--- src/rtl/duty_meas_pkg.sv ---
// Shared helpers for the multi-channel duty monitor: scaling shift,
// saturation value and the expected-value window compare.
package duty_meas_pkg;

    function automatic int duty_shift(input int win_bits, input int duty_w);
        return win_bits - duty_w;
    endfunction

    function automatic int duty_max_val(input int duty_w);
        return (1 << duty_w) - 1;
    endfunction

    // |duty - expected| <= margin; equality counts as in range.
    function automatic logic in_window(input int unsigned duty_v,
                                       input int unsigned exp_v,
                                       input int unsigned margin_v);
        int diff;
        diff = int'(duty_v) - int'(exp_v);
        if (diff < 0) diff = -diff;
        return (int'(margin_v) >= diff);
    endfunction

endpackage

--- src/rtl/duty_meas_ch.sv ---
// One duty-measurement channel: input synchroniser, high-time counter,
// edge tracking, and the per-window result and statistics registers.
module duty_meas_ch
    import duty_meas_pkg::*;
#(
    parameter int WIN_BITS    = 11,
    parameter int DUTY_W      = 8,
    parameter int SYNC_STAGES = 2
) (
    input  logic              clk,
    input  logic              rst,
    input  logic              pwm,
    input  logic              win_last,
    input  logic              clr_stats,
    input  logic [DUTY_W-1:0] exp_duty,
    input  logic [DUTY_W-1:0] margin,
    output logic [DUTY_W-1:0] duty,
    output logic [DUTY_W-1:0] duty_min,
    output logic [DUTY_W-1:0] duty_max,
    output logic              in_range,
    output logic              stuck
);

    localparam int SHIFT    = duty_shift(WIN_BITS, DUTY_W);
    localparam int DUTY_MAX = duty_max_val(DUTY_W);

    logic [SYNC_STAGES-1:0] sync;
    logic                   ps;
    logic                   ps_d;
    logic [WIN_BITS:0]      hi_cnt;
    logic [WIN_BITS:0]      total;
    logic [WIN_BITS:0]      scaled;
    logic [DUTY_W-1:0]      duty_next;
    logic                   edge_seen;
    logic                   edge_now;
    logic                   upd;

    assign ps       = sync[SYNC_STAGES-1];
    assign edge_now = ps ^ ps_d;

    // The final window sample is folded in here so the boundary cycle is counted once.
    assign total  = hi_cnt + {{WIN_BITS{1'b0}}, ps};
    assign scaled = total >> SHIFT;

    always_comb begin
        duty_next = scaled[DUTY_W-1:0];
        if (scaled > (WIN_BITS+1)'(DUTY_MAX)) duty_next = '1;
    end

    always_ff @(posedge clk) begin
        if (rst) begin
            sync      <= '0;
            ps_d      <= 1'b0;
            hi_cnt    <= '0;
            edge_seen <= 1'b0;
            duty      <= '0;
            in_range  <= 1'b0;
            stuck     <= 1'b0;
            upd       <= 1'b0;
        end else begin
            sync <= (sync << 1) | SYNC_STAGES'(pwm);
            ps_d <= ps;
            upd  <= win_last;
            if (win_last) begin
                hi_cnt    <= '0;
                edge_seen <= 1'b0;
                duty      <= duty_next;
                stuck     <= ~(edge_seen | edge_now);
                in_range  <= in_window(32'(duty_next), 32'(exp_duty), 32'(margin));
            end else begin
                hi_cnt    <= total;
                edge_seen <= edge_seen | edge_now;
            end
        end
    end

    // Stats fold in the duty shown during the update cycle; a coincident clear wins.
    always_ff @(posedge clk) begin
        if (rst || clr_stats) begin
            duty_min <= '1;
            duty_max <= '0;
        end else if (upd) begin
            if (duty < duty_min) duty_min <= duty;
            if (duty > duty_max) duty_max <= duty;
        end
    end

endmodule

--- src/rtl/duty_meas_multi.sv ---
// Multi-channel PWM duty monitor: shared window counter plus one
// measurement channel per PWM input, all updating on the same cycle.
module duty_meas_multi
    import duty_meas_pkg::*;
#(
    parameter int NUM_CH      = 4,
    parameter int WIN_BITS    = 11,
    parameter int DUTY_W      = 8,
    parameter int SYNC_STAGES = 2
) (
    input  logic                     clk,
    input  logic                     rst,
    input  logic [NUM_CH-1:0]        pwm,
    input  logic                     clr_stats,
    input  logic [NUM_CH*DUTY_W-1:0] exp_duty,
    input  logic [DUTY_W-1:0]        margin,
    output logic [NUM_CH*DUTY_W-1:0] duty,
    output logic                     duty_vld,
    output logic [NUM_CH*DUTY_W-1:0] duty_min,
    output logic [NUM_CH*DUTY_W-1:0] duty_max,
    output logic [NUM_CH-1:0]        in_range,
    output logic [NUM_CH-1:0]        stuck
);

    logic [WIN_BITS-1:0] win_cnt;
    logic                win_last;

    assign win_last = &win_cnt;

    always_ff @(posedge clk) begin
        if (rst) begin
            win_cnt  <= '0;
            duty_vld <= 1'b0;
        end else begin
            win_cnt  <= win_cnt + 1'b1;
            duty_vld <= win_last;
        end
    end

    for (genvar i = 0; i < NUM_CH; i++) begin : g_ch
        duty_meas_ch #(
            .WIN_BITS    (WIN_BITS),
            .DUTY_W      (DUTY_W),
            .SYNC_STAGES (SYNC_STAGES)
        ) u_ch (
            .clk       (clk),
            .rst       (rst),
            .pwm       (pwm[i]),
            .win_last  (win_last),
            .clr_stats (clr_stats),
            .exp_duty  (exp_duty[i*DUTY_W +: DUTY_W]),
            .margin    (margin),
            .duty      (duty[i*DUTY_W +: DUTY_W]),
            .duty_min  (duty_min[i*DUTY_W +: DUTY_W]),
            .duty_max  (duty_max[i*DUTY_W +: DUTY_W]),
            .in_range  (in_range[i]),
            .stuck     (stuck[i])
        );
    end

endmodule

--- config.mk ---
export PLATFORM = sky130hd
export DESIGN_NAME = duty_meas_multi
export DESIGN_NICKNAME = d
export VERILOG_FILES = /design/src/rtl/duty_meas_pkg.sv /design/src/rtl/duty_meas_ch.sv /design/src/rtl/duty_meas_multi.sv
export SDC_FILE = /design/constraint.sdc
export NUM_CORES = 1
export LEC_CHECK = 0
export BUFFER_PORTS_ARGS = -buffer_cell sky130_fd_sc_hd__buf_4
export CELL_PAD_IN_SITES_DETAIL_PLACEMENT = 1
export CELL_PAD_IN_SITES_GLOBAL_PLACEMENT = 1
export CORE_ASPECT_RATIO = 0.5
export CORE_MARGIN = 2
export CORE_UTILIZATION = 48
export CTS_CLUSTER_SIZE = 8
export DETAILED_ROUTE_END_ITERATION = 10
export PLACE_DENSITY = 0.94
export SYNTH_ARGS = -nofsm -noshare
export SYNTH_HDL_FRONTEND = slang
export SYNTH_SLANG_ARGS = --single-unit
--- constraint.sdc ---
create_clock -name clk -period 7.1 [get_ports clk]
set_input_delay 1.065 -clock clk [delete_from_list [all_inputs] [get_ports clk]]
set_output_delay 1.065 -clock clk [all_outputs]
set_load 0.005 [all_outputs]
==> flow_results.xml <==
<?xml version="1.0" encoding="UTF-8"?>
<metrics>
  <group name="floorplan">
    <metric name="die_y" unit="um">110.8</metric>
    <metric name="design.die.area" unit="um2">24100</metric>
    <metric name="starting_density" unit="%">49.72</metric>
    <metric name="io-pin-count" unit="">152</metric>
    <metric name="floorplan.rows" unit="">38</metric>
    <metric name="chip_width" unit="um">217.6</metric>
    <metric name="design.core.area" unit="um2">22010</metric>
  </group>
  <group name="critical_path">
    <metric name="max_stage_delay" unit="ps">530</metric>
    <metric name="cells_along_the_critical_path" unit="">ha_1 -&gt; nand3_1 -&gt; nor3_1 -&gt; nand3_1 -&gt; xor2_1 -&gt; and2_1 -&gt; ha_1 -&gt; inv_1 -&gt; fa_1 -&gt; a21o_1 -&gt; a221oi_4 -&gt; o21bai_1 -&gt; a21oi_1 -&gt; nor2b_1 -&gt; xor2_1 -&gt; ha_1 -&gt; a21o_1 -&gt; a31oi_1 -&gt; o21ai_0 -&gt; a21o_1 -&gt; a21o_1 -&gt; a32o_1</metric>
    <metric name="critical_path.most_common_cell" unit="">sky130_fd_sc_hd__a21o_1</metric>
    <metric name="crit_arrival" unit="ps">6250</metric>
    <metric name="cp_data_required_time" unit="ps">7440</metric>
    <metric name="crit_fanout" unit="">9</metric>
    <metric name="critPathSlowestCell" unit="">sky130_fd_sc_hd__xor2_1</metric>
    <metric name="crit_family" unit="">compound AO/OA/AOI/OAI gates</metric>
    <metric name="critPathBufInv" unit="">1</metric>
    <metric name="critPathCaptureType" unit="">flop</metric>
    <metric name="crit_path_kind" unit="">reg -&gt; reg</metric>
    <metric name="cp-start-kind" unit="">flop</metric>
  </group>
  <group name="power">
    <metric name="ir_drop" unit="mV">0.1245</metric>
    <metric name="clock_power_share" unit="%">44.8</metric>
    <metric name="design_power_total" unit="mW">2.249</metric>
    <metric name="p_leak" unit="nW">6.146</metric>
    <metric name="p_comb_share" unit="%">9.9</metric>
    <metric name="pwr_density_cell" unit="nW/um2">174.5</metric>
    <metric name="sw_frac_of_total" unit="%">26.67</metric>
    <metric name="switching_power" unit="mW">0.5998</metric>
    <metric name="power.share.sequential" unit="%">45.4</metric>
    <metric name="p_int" unit="mW">1.649</metric>
  </group>
  <group name="final_layout">
    <metric name="post_route_cells_drive_above_1_share" unit="%">14.29</metric>
    <metric name="final_common_cell" unit="">sky130_fd_sc_hd__dfxtp_1</metric>
    <metric name="most-common-layout-cells" unit="">sky130_fd_sc_hd__dfxtp_1 (180), sky130_fd_sc_hd__buf_4 (152), sky130_fd_sc_hd__ha_1 (137)</metric>
    <metric name="filler_cell_count" unit="">2561</metric>
    <metric name="finish.net_count" unit="">1575</metric>
    <metric name="final_cells" unit="">1700</metric>
    <metric name="antenna-diode-count" unit="">0</metric>
    <metric name="syn2layout_area_growth" unit="%">17.73</metric>
  </group>
  <group name="global_routing">
    <metric name="grt_usage" unit="%">30.62</metric>
    <metric name="pin_count_of_the_biggest_net_entering_global_routing" unit="">97</metric>
    <metric name="grt_pass1_vias" unit="">10840</metric>
    <metric name="grt_first_pass_wirelength" unit="um">58080</metric>
    <metric name="antenna_violations_before_repair" unit="">0</metric>
    <metric name="global_route.overflow_total" unit="">0</metric>
  </group>
  <group name="detailed_routing">
    <metric name="initialDrtViolationCount" unit="">751</metric>
    <metric name="route.layer.met1.wl" unit="um">16070</metric>
    <metric name="drt_pass1_iterations" unit="">5</metric>
    <metric name="dr_wl_met2" unit="um">17500</metric>
    <metric name="post-route-drc-count" unit="">0</metric>
    <metric name="highest_layer" unit="">met4</metric>
    <metric name="met3_length" unit="um">2009</metric>
    <metric name="route.detailed.wl_per_inst" unit="um">21.57</metric>
    <metric name="antenna_violating_nets_post_route" unit="">0</metric>
    <metric name="num_vias" unit="">10210</metric>
    <metric name="via_per_inst" unit="">6.006</metric>
    <metric name="totalWireLength" unit="um">36670</metric>
  </group>
  <group name="sta">
    <metric name="worst_skew" unit="ps">7.069</metric>
    <metric name="finalSetupTns" unit="ps">0</metric>
    <metric name="report.final.hold_viol_count" unit="">0</metric>
    <metric name="period_needed" unit="ps">5918</metric>
    <metric name="timing.slew.headroom" unit="%">23.89</metric>
    <metric name="rsz0062_at_grt" unit="">no</metric>
    <metric name="fmaxAchievable" unit="MHz">169.0</metric>
    <metric name="layout_worst_path_cycle_share" unit="%">83.36</metric>
    <metric name="fin_ws" unit="ps">1182</metric>
    <metric name="timing_worst_slew_pin_value" unit="ps">1139</metric>
    <metric name="setup_violations" unit="">0</metric>
    <metric name="hold_ws" unit="ps">445.6</metric>
    <metric name="report.final.slew_viol_count" unit="">0</metric>
  </group>
  <group name="synth">
    <metric name="flip_flop_and_latch_count_after_synthesis" unit="">180</metric>
    <metric name="synth_edf_count" unit="">0</metric>
    <metric name="synth_warnings" unit="">0</metric>
    <metric name="synthArstFlopShare" unit="%">0</metric>
    <metric name="syn-cell-area" unit="um2">10950</metric>
    <metric name="synth.lib_cells_used.distinct" unit="">62</metric>
    <metric name="synth-main-ff-cell" unit="">sky130_fd_sc_hd__dfxtp_1</metric>
    <metric name="syn_avg_cell_area" unit="um2">8.708</metric>
    <metric name="synthesis.instances" unit="">1257</metric>
    <metric name="synth_sequential_area_ratio" unit="%">32.92</metric>
    <metric name="syn-num-nets" unit="">1445</metric>
  </group>
  <group name="clocking">
    <metric name="ctsHtreeMaxLevel" unit="">4</metric>
    <metric name="post_cts_setup_buffer_count" unit="">0</metric>
    <metric name="post_cts.resized_instances" unit="">0</metric>
    <metric name="clkSinkCount" unit="">180</metric>
    <metric name="cts_root_buf" unit="">sky130_fd_sc_hd__clkbuf_16</metric>
    <metric name="worst_setup_hold_path_clk_slew" unit="ps">70</metric>
    <metric name="clk_path_buf_depth" unit="">2</metric>
    <metric name="insertion_delay_of_the_later_clocked_pin_in_the_worst_skew_pair" unit="ps">450</metric>
    <metric name="hold_buffers" unit="">0</metric>
    <metric name="cts_tree" unit="">built</metric>
    <metric name="cts_buffers" unit="">17</metric>
  </group>
  <group name="job">
    <metric name="drv.max_cap_violation_count" unit="">0</metric>
  </group>
  <group name="placed_design">
    <metric name="dpl.cell_count" unit="">1668</metric>
    <metric name="pre_cts_slack" unit="ps">1559</metric>
    <metric name="detailedPlacementHpwl" unit="um">26180</metric>
    <metric name="place.port_buffers" unit="">151</metric>
    <metric name="place.gp.congestion" unit="">0.9042</metric>
  </group>
  <group name="worst_hold_path">
    <metric name="hp-class" unit="">reg -&gt; reg</metric>
  </group>
  <group name="status">
    <metric name="run_status" unit="">finished clean</metric>
  </group>
</metrics>
==> cell type report <==
| class | count | area, um2 | area share (%) |
|---|---|---|---|
| Timing Repair Buffer | 152 | 1141 | 8.855 |
| Clock inverter | 13 | 148.9 | 1.155 |
| Inverter | 123 | 461.7 | 3.583 |
| Sequential cell | 180 | 3603 | 27.96 |
| Multi-Input combinational cell | 913 | 6703 | 52.01 |
| Tap cell | 300 | 375.4 | 2.913 |
| Clock buffer | 19 | 452.9 | 3.515 |
==> synthesized netlist by cell type (all sizes together) (5+ instances only) <==
cell | instances | area share (%)
a211oi | 7 | 0.48
a21o | 27 | 1.9
a21oi | 45 | 2.1
a22o | 34 | 2.7
a31oi | 5 | 0.29
a41oi | 6 | 0.48
and2 | 17 | 0.97
and3 | 11 | 0.67
and4 | 5 | 0.40
buf | 15 | 0.89
clkbuf | 26 | 0.89
dfxtp | 180 | 33
ha | 137 | 16
inv | 123 | 4.2
mux2i | 34 | 3.1
nand2 | 135 | 4.6
nand2b | 22 | 1.3
nand3 | 34 | 1.6
nand4 | 14 | 0.80
nor2 | 84 | 2.9
nor2b | 26 | 1.5
nor3 | 9 | 0.41
o2111ai | 7 | 0.56
o211ai | 68 | 4.7
o21a | 10 | 0.69
o21ai | 26 | 1.2
o22ai | 8 | 0.46
or3 | 6 | 0.34
xnor2 | 42 | 3.4
xor2 | 52 | 4.2
==> logic make-up after synthesis <==
group,share of synthesized area [%]
muxes,3.109
and+or+nand+nor,16.16
xor gates and xnor gates,7.522
AOI/OAI and AO/OA,17.89
buffers and inverters,6.001
DFF,32.92
adders and majority gates,16.39
==> per-stage QoR <==
step | area (um2) | utilization (%)
final | 12890 | 58.54
after global routing | 12890 | 58.54
after CTS | 12890 | 58.54
after detailed placement | 12280 | 55.80
after global placement | 12280 | 55.80
after floorplan | 10950 | -
==> layer usage <==
metal / up-vias / global-route usage (%)
met5: - / 0
met4: 0 / 11.69
met3: 96 / 5.542
met2: 328 / 52.36
met1: 5113 / 38.30
li1: 4674 / -
==> power by group through the flow <==
| stage | Combinational, mW | Sequential [mW] | Clock, mW |
|---|---|---|---|
| 3_3_place_gp | 0.189 | 1.04 | 0 |
| 4_1_cts | 0.218 | 1.02 | 1.01 |
| 3_5_place_dp | 0.207 | 1.04 | 0 |
| 6_report | 0.222 | 1.02 | 1.01 |
| 5_1_grt | 0.242 | 1.02 | 1.05 |
| 2_1_floorplan | 0.138 | 1.04 | 0 |
==> sequential cells by signal, indices dropped and copies added (netlist names) <==
| signal | count |
|---|---|
| g_ch.u_ch.hi_cnt | 48 |
| g_ch.u_ch.upd | 1 |
| g_ch.u_ch.duty_min | 32 |
| g_ch.u_ch.sync | 8 |
| win_cnt | 11 |
| g_ch.u_ch.in_range | 4 |
| g_ch.u_ch.duty_max | 32 |
| g_ch.u_ch.edge_seen | 4 |
| g_ch.u_ch.ps_d | 4 |
| g_ch.u_ch.stuck | 4 |
| g_ch.u_ch.duty | 32 |
==> final timing paths <==
| kind | start | to | slack, ps | depth (start not counted) |
|---|---|---|---|---|
| hold / removal | g_ch[2].u_ch.sync[0] | g_ch[2].u_ch.sync[1] | 450 | 1 |
| setup reg to reg | g_ch[2].u_ch.sync[1] | g_ch[2].u_ch.in_range | 1180 | 22 |
| hold reg to reg | g_ch[2].u_ch.sync[0] | g_ch[2].u_ch.sync[1] | 450 | 1 |
| setup / recovery | g_ch[2].u_ch.sync[1] | g_ch[2].u_ch.in_range | 1180 | 22 |
(Power assumes the default switching activity.)
